File: config.mk
export PLATFORM = sky130hd
export DESIGN_NAME = gardner_shift_agc
export DESIGN_NICKNAME = d
export VERILOG_FILES = /design/src/rtl/gardner_pkg.sv /design/src/rtl/gardner_agc_msb_enc.sv /design/src/rtl/gardner_shift_agc.sv
export SDC_FILE = /design/constraint.sdc
export NUM_CORES = 1
export LEC_CHECK = 0
export CAP_MARGIN = 10
export CORE_MARGIN = 5
export CORE_UTILIZATION = 35
export CTS_CLUSTER_DIAMETER = 40
export CTS_CLUSTER_SIZE = 16
export DETAILED_ROUTE_END_ITERATION = 12
export SETUP_SLACK_MARGIN = 0.2
export SLEW_MARGIN = 5
export SYNTH_ARGS = -nofsm -noshare
export SYNTH_HDL_FRONTEND = slang
export SYNTH_SLANG_ARGS = --single-unit
File: constraint.sdc
create_clock -name clk -period 6.8 [get_ports clk]
set_clock_uncertainty 0.1 [all_clocks]
set_input_delay 0.68 -clock clk [delete_from_list [all_inputs] [get_ports clk]]
set_output_delay 0.68 -clock clk [all_outputs]
set_load 0.02 [all_outputs]
File: src/rtl/gardner_pkg.sv
// Shared types and helpers for the Gardner pre-processor shift AGC.
package gardner_pkg;

  typedef enum logic [2:0] {StIdle, StMeasure, StDecide, StApply, StHold} agc_state_e;

  typedef enum logic [1:0] {DirNone, DirUp, DirDown} agc_dir_e;

  function automatic int unsigned sw_width(input int unsigned max_shift);
    return (max_shift < 1) ? 1 : unsigned'($clog2(max_shift + 1));
  endfunction

  // Most negative w-bit value saturates to the most positive one.
  function automatic logic [63:0] sat_abs(input logic signed [63:0] x, input int unsigned w);
    logic signed [63:0] most_neg;
    most_neg = -(64'sd1 <<< (w - 1));
    if (x == most_neg) return (64'd1 << (w - 1)) - 64'd1;
    else if (x < 0)    return -x;
    else               return x;
  endfunction

endpackage

File: src/rtl/gardner_agc_msb_enc.sv
// Priority encoder: index of the highest set bit, -1 when the input is zero.
module gardner_agc_msb_enc #(
  parameter int unsigned W    = 15,
  parameter int unsigned IdxW = $clog2(W) + 1
) (
  input  logic [W-1:0]           value_i,
  output logic signed [IdxW-1:0] idx_o
);

  always_comb begin
    idx_o = '1;
    for (int i = 0; i < W; i++) begin
      if (value_i[i]) idx_o = IdxW'(i);
    end
  end

endmodule

File: src/rtl/gardner_shift_agc.sv
// Windowed peak-magnitude AGC that steps the I/Q pre-processor right-shift by one per window.
module gardner_shift_agc
  import gardner_pkg::*;
#(
  parameter int unsigned WIDTH      = 16,
  parameter int unsigned WIN_LOG2   = 10,
  parameter int unsigned MAX_SHIFT  = 7,
  parameter int unsigned INIT_SHIFT = 2,
  parameter int          TARGET_MSB = 13
) (
  input  logic                               clk,
  input  logic                               rst_n,
  input  logic                               enable,
  input  logic                               freeze,
  input  logic signed [WIDTH-1:0]            I_in_tdata,
  input  logic                               I_in_tvalid,
  input  logic signed [WIDTH-1:0]            Q_in_tdata,
  input  logic                               Q_in_tvalid,
  output logic [sw_width(MAX_SHIFT)-1:0]     shift_out,
  output logic                               shift_upd,
  output logic [WIDTH-2:0]                   peak_out,
  output logic                               win_done
);

  localparam int unsigned SW   = sw_width(MAX_SHIFT);
  localparam int unsigned MagW = WIDTH - 1;
  localparam int unsigned IdxW = $clog2(MagW) + 1;

  agc_state_e          state_q, state_d;
  agc_dir_e            dir_q, dir_d, dir_calc;
  logic [WIN_LOG2-1:0] cnt_q, cnt_d;
  logic [MagW-1:0]     peak_q, peak_d, peak_out_q, peak_out_d;
  logic [SW-1:0]       shift_q, shift_d;
  logic                upd_q, upd_d, win_done_q, win_done_d;

  logic [MagW-1:0]        abs_i, abs_q, mag, peak_next;
  logic signed [IdxW-1:0] msb_idx;
  int                     desired;

  assign abs_i     = MagW'(sat_abs(64'(I_in_tdata), WIDTH));
  assign abs_q     = MagW'(sat_abs(64'(Q_in_tdata), WIDTH));
  assign mag       = (abs_i > abs_q) ? abs_i : abs_q;
  assign peak_next = (mag > peak_q) ? mag : peak_q;

  gardner_agc_msb_enc #(
    .W    (MagW),
    .IdxW (IdxW)
  ) u_msb_enc (
    .value_i (peak_out_q),
    .idx_o   (msb_idx)
  );

  always_comb begin
    desired = int'(msb_idx) - TARGET_MSB;
    if (desired < 0) desired = 0;
    if (desired > int'(MAX_SHIFT)) desired = int'(MAX_SHIFT);
    if (desired > int'(shift_q))      dir_calc = DirUp;
    else if (desired < int'(shift_q)) dir_calc = DirDown;
    else                              dir_calc = DirNone;
  end

  always_comb begin
    state_d    = state_q;
    dir_d      = dir_q;
    cnt_d      = cnt_q;
    peak_d     = peak_q;
    peak_out_d = peak_out_q;
    shift_d    = shift_q;
    upd_d      = 1'b0;
    win_done_d = 1'b0;
    // enable=0 outranks freeze, which outranks window completion.
    if (!enable) begin
      state_d = StIdle;
      cnt_d   = '0;
      peak_d  = '0;
    end else if (freeze && (state_q != StIdle)) begin
      state_d = StHold;
      cnt_d   = '0;
      peak_d  = '0;
    end else begin
      unique case (state_q)
        StIdle: if (!freeze) state_d = StMeasure;
        StMeasure: begin
          if (I_in_tvalid && Q_in_tvalid) begin
            cnt_d  = cnt_q + WIN_LOG2'(1);
            peak_d = peak_next;
            if (&cnt_q) begin
              peak_out_d = peak_next;
              win_done_d = 1'b1;
              state_d    = StDecide;
            end
          end
        end
        StDecide: begin
          dir_d   = dir_calc;
          state_d = StApply;
        end
        StApply: begin
          if (dir_q == DirUp) begin
            shift_d = shift_q + SW'(1);
            upd_d   = 1'b1;
          end else if (dir_q == DirDown) begin
            shift_d = shift_q - SW'(1);
            upd_d   = 1'b1;
          end
          cnt_d   = '0;
          peak_d  = '0;
          state_d = StMeasure;
        end
        StHold:  state_d = StMeasure;
        default: state_d = StIdle;
      endcase
    end
  end

  always_ff @(posedge clk or negedge rst_n) begin
    if (!rst_n) begin
      state_q    <= StIdle;
      dir_q      <= DirNone;
      cnt_q      <= '0;
      peak_q     <= '0;
      peak_out_q <= '0;
      shift_q    <= SW'(INIT_SHIFT);
      upd_q      <= 1'b0;
      win_done_q <= 1'b0;
    end else begin
      state_q    <= state_d;
      dir_q      <= dir_d;
      cnt_q      <= cnt_d;
      peak_q     <= peak_d;
      peak_out_q <= peak_out_d;
      shift_q    <= shift_d;
      upd_q      <= upd_d;
      win_done_q <= win_done_d;
    end
  end

  assign shift_out = shift_q;
  assign shift_upd = upd_q;
  assign peak_out  = peak_out_q;
  assign win_done  = win_done_q;

endmodule
Yosys cells after proc, flatten, opt, wreduce, memory -nomap -nowiden
Index checks and enable logic that the tools add are counted.
{"block": "totals", "inputBits": 38, "ff_bits": 50, "out_inout_bits": 20}
{"block": "op_classes", "magnitude_cmp": 8, "bitwise": 1, "eq_ne": 12, "n_reduce_logical": 12, "add_sub_neg": 6, "muxes": 51}
{"operator": "15-bit two-way mux", "n": 9}
{"operator": "5-bit two-way mux", "n": 15}
{"operator": "32-bit two-way mux", "n": 2}
{"operator": "16-bit equality test (second input constant)", "n": 2}
{"operator": "32-bit by 4-bit greater-than comparator with 1-bit output", "n": 1}
{"operator": "32-bit by 4-bit greater-than comparator with 1-bit output (second input constant)", "n": 1}
{"operator": "16-bit by 1-bit less-than comparator with 1-bit output (second input constant)", "n": 2}
{"operator": "32-bit by 4-bit less-than comparator with 1-bit output", "n": 1}
{"operator": "15-bit greater-than comparator", "n": 2}
{"operator": "10-bit two-way mux", "n": 3}
{"operator": "15-bit negation", "n": 2}
{"operator": "15-bit case mux with 2 select lines", "n": 1}
{"operator": "3-bit two-way mux", "n": 7}
{"operator": "10-bit case mux with 2 select lines", "n": 1}
{"operator": "14-bit AND reduction", "n": 1}
{"operator": "4-bit != test (second input constant)", "n": 3}
{"operator": "3-bit case mux with 4 select lines", "n": 1}
{"operator": "10-bit by 1-bit adder with 10-bit output (second input constant)", "n": 1}
{"operator": "1-bit two-way mux", "n": 10}
{"operator": "10-bit AND reduction", "n": 1}
{"operator": "3-bit by 2-bit equality test with 1-bit output (second input constant)", "n": 2}
{"operator": "6-bit by 1-bit less-than comparator with 1-bit output (second input constant)", "n": 1}
{"operator": "3-bit AND reduction", "n": 2}
{"operator": "5-bit by 5-bit subtractor with 6-bit output (second input constant)", "n": 1}
{"operator": "16 further kinds", "n": 18}

Longest topological paths before layout
{"block": "depth", "depth_word": 23, "ltp_mapped": 27, "depth_no_buf": 23}

Modules after synthesis
From an unflattened synthesis, not the netlist that was laid out.
{"block": "hier_totals", "hier_cells": 539, "area_unflattened_um2": 4450.5}
{"mod": "gardner_shift_agc", "area_each_um2": 4289.1, "cells_per_inst": 508, "instances": 1, "seq_area_each_um2": 1252.5}
{"mod": "gardner_agc_msb_enc", "area_each_um2": 161.4, "cells_per_inst": 31, "instances": 1, "seq_area_each_um2": 0.0}

Least setup slack after synthesis
OpenSTA, ideal clock, no wires.
{"block": "synth_timing", "path_type": "input to register", "startpoint": "input port Q_in_tdata[1]", "endpoint": "register peak_out_q[14] (netlist: peak_out[14])", "path_slack_ns": 0.889, "stages": 27, "setup_time_ns": 0.076, "path_buffers": 4, "required_ns": 6.624, "arrival_time_ns": 5.734, "cell_sequence": "inv_1 ha_1 or3b_1 clkbuf_1 or3_1 buf_2 nor2_1 nor2_1 mux2i_1 inv_1 ha_1 nand4_1 nor2_1 o31ai_1 a21oi_2 clkbuf_1 mux2i_1 inv_1 ha_1 and4_1 and3_1 and2_1 a31oi_1 clkbuf_1 nor2_1 a311o_1 o21ai_1"}
{"block": "synth_between", "elab_chain_cells": 7}
{"element": "start, declared", "line": "gardner_shift_agc.sv:17", "source": "input logic signed [WIDTH-1:0] Q_in_tdata,"}
{"element": "15-bit negation / 16-bit by 1-bit less-than comparator with 1-bit output (equally long branches)", "line": "gardner_pkg.sv:17", "source": "else if (x < 0) return -x;"}
{"element": "15-bit two-way mux", "line": "gardner_pkg.sv:17"}
{"element": "15-bit two-way mux (*)", "line": "gardner_pkg.sv:16", "source": "if (x == most_neg) return (64'd1 << (w - 1)) - 64'd1;"}
{"element": "15-bit greater-than comparator", "line": "gardner_shift_agc.sv:42", "source": "assign mag = (abs_i > abs_q) ? abs_i : abs_q;"}
{"element": "15-bit two-way mux (*)", "line": "gardner_shift_agc.sv:42"}
{"element": "15-bit greater-than comparator", "line": "gardner_shift_agc.sv:43", "source": "assign peak_next = (mag > peak_q) ? mag : peak_q;"}
{"element": "15-bit two-way mux (*)", "line": "gardner_shift_agc.sv:43"}
{"element": "end signal, assigned", "line": "gardner_shift_agc.sv:131", "source": "peak_out_q <= peak_out_d;"}
{"element": "end, declared", "line": "gardner_shift_agc.sv:32", "source": "logic [MagW-1:0] peak_q, peak_d, peak_out_q, peak_out_d;"}
Every way passes the cells marked *; elsewhere a longest branch is shown, timed or not.
A chain may end at the register's enable or synchronous reset.

Worst setup path in the final report
{"block": "layout_timing", "startpoint": "input port Q_in_tdata[1]", "endpoint": "register peak_out_q[8] (netlist: peak_out[8])"}
Same word-level chain as after synthesis.

==> summary.txt <==
FFs w/ async S/R, synth: 1.00
DR iter-0 viols: 217
Crit Path Class: input port to flip-flop
Synth warnings: 0
Netlist cell types: 70
EDFF count, synth: 0
Via density: 5.43
vias in the first global route: 4061
FILL cells: 1130
Slew HR: 0.574
initial antenna violation count: 0
crit path DAT: 6.24 ns
io pins: 58
CTS tree: yes
P per Cell Area: 152 mW/mm^2
worst reg2reg setup slack: 4.15 ns
CTS Root Cell: clkbuf_16
startpoint types: input port
final weighted congestion in routability-driven placement: 0.838
fmax: 164 MHz
Resized Gates After CTS: 0
Sink Count: 50
Post-Route Utilization: 0.444
Inserted Diodes: 0
chip width: 119 um
Synth Flop Type: dfrtp_1
Seq/Total Area, Yosys: 0.299
routed via count: 3999
post-detail-place hpwl: 8.81 mm
outcome: completed
largest net degree at the start of global routing: 51
fin cells: 736
Max Buffers Root-to-Sink: 2
Buffers on Ports: 57
hold path cells: 1
Mean Syn Cell Area: 8.21 um^2
Reg2Reg Depth: 7
Hold Crit Start: dir_q[0]
Synth top area share: 0.293
num rows: 40
Vert. Die Dim: 119 um
synthesized area: 0.00419 mm^2
Area Growth Syn to Fin: 25.6%
Max Slew Vio Count: 0
Yosys top cell by area: dfrtp_1
Num CTS Buffers: 5
RSZ-0062 raised after global routing: false
WL/cell: 15.1 um
initial cell density of the core: 0.353
maxcap violations: 0
fin crit share: 0.899
Hold Violations, Final: 0
total die area: 0.0143 mm^2
Hold Buf Count CTS: 0
post-CTS setup buffer count: 0
synthesized flop and latch total: 50
CP Max Fanout: 11
share of cells above drive strength 1: 0.100
grt ovf: 0
min Tclk post-route: 6.11 ns
drt total wl: 11.2 mm
Setup-failing EPs final: 0
Core Box Area: 0.0119 mm^2
Worst-Skew Late Latency: 0.28 ns
commonest non-fill, non-tap cells in the layout: clkdlybuf4s50_1, o21ai_0, inv_1, dfrtp_1, nand2_1
clock slew at reported path FFs: 0.07 ns
CP required: 6.93 ns
setup ws final: 0.690 ns
Hold Path Sink: dir_q[0]
most common cell after layout, fill and taps aside: clkdlybuf4s50_1
Max VDD drop: 0.0942 mV
placed insts: 727
synthesized netlist cell count: 510
worst slack, placed: -0.0763 ns
Leak Pwr: 2.36 nW
drt pass-1 iters: 4
r2r startpoint: cnt_q[5]
Synth area leaders: dfrtp_1, ha_1, o21ai_0, inv_1, nand2_1
Crit. End Element: flip-flop
Hold Path Class: flip-flop to flip-flop
first-pass GRT wire length: 18.9 mm
GRT Total Usage: 0.157
DRC Markers: 0
antenna viol nets, final: 0
Layout Nets: 664
RR Endpoint: peak_out[0]
Tightest Pin Transition: 0.639 ns
total power: 0.000800 W
Clock H-tree levels: 2
## stage by stage
step                TNS [ns]  hold WS, ns  cell area, um^2
global route               0        0.401             5260
CTS                        0        0.388             5220
global placement           0        0.369             5070
finish                     0        0.382             5260
floorplan                  0        0.284             4190
detailed placement    -0.323        0.366             5070
## state kept, by name, summed over array words and instances, names as in the netlist
signal	count
peak_out	15
peak_q	15
cnt_q	10
shift_out	3
state_q	3
dir_q	2
shift_upd	1
win_done	1
## critical path, cell delays in order
cell and delay [ns]:
clkdlybuf4s50_1 0.44, inv_1 0.09, ha_1 0.18, or3b_1 0.40, or3_1 0.47, nor2_1 0.19
nor2_1 0.06, mux2i_1 0.18, inv_1 0.06, ha_1 0.33, nand4_1 0.13, buf_4 0.15
nor4_2 0.49, a21oi_4 0.16, mux2i_1 0.34, inv_1 0.08, ha_1 0.28, and3_1 0.16
and3_1 0.18, o221ai_1 0.17, a31oi_4 0.37, buf_4 0.23, nor2_1 0.05, a311o_1 0.31
nand2_1 0.07
## synth_stat cells (all sizes together) (5+ instances only)
library cell and n:
nand4 8, or3 12, xor2 7, nand3 8, nor3 7, o211ai 6, o31ai 6, mux2i 16
buf 6, nor2 35, a21oi 28, clkbuf 13, a21o 11, nand2b 5, or4 6, o21ai 62
ha 37, nor2b 6, nor4 11, o21a 5, a22o 10, dfrtp 49, inv 53, nand2 44
## layout make-up
cell class	instances	area, um^2	share of cell area
well taps	147	184	0.0349
multi-input cells	390	2680	0.510
flip-flops and latches	50	1250	0.238
clock buffers	7	143	0.0271
clock inverters	1	5.00	0.000951
repair buffers	88	798	0.152
inverters	53	199	0.0378
## how the worst max path moves through the flow
stage                   from           end  slack (ns)  cells past startpoint
2_1_floorplan  Q_in_tdata[1]  peak_out[14]        0.89                     27
3_3_place_gp   Q_in_tdata[1]   peak_out[0]       0.004                     24
3_5_place_dp   Q_in_tdata[1]   peak_out[0]       -0.08                     25
4_1_cts        Q_in_tdata[1]   peak_out[0]        0.23                     25
5_1_grt        Q_in_tdata[1]   peak_out[4]        0.22                     23
6_report       Q_in_tdata[1]   peak_out[8]        0.69                     25
## kinds of logic after synthesis
family	share of synthesized area
compound gates	0.249
xor+xnor	0.0209
fa+ha+maj	0.115
buf+inv	0.0735
flops	0.299
mux	0.0472
other cells	0.000895
simple gates	0.194
## metal layers
metal,global-route usage,up-vias,share of wire
li1,-,2018,-
met1,0.206,1888,0.45
met2,0.278,89,0.51
met3,0.0204,4,0.033
met4,0.0308,0,0.0061
met5,0,-,0
## power breakdown
part / leakage, nW / internal (W) / switching (W)
Combinational: 1.59 / 0.000105 / 0.000142
Clock: 0.0739 / 0.000146 / 0.000106
Sequential: 0.688 / 0.000299 / 0.00000218
Total: 2.36 / 0.000550 / 0.000250
Power figures use the tool's default switching activity.
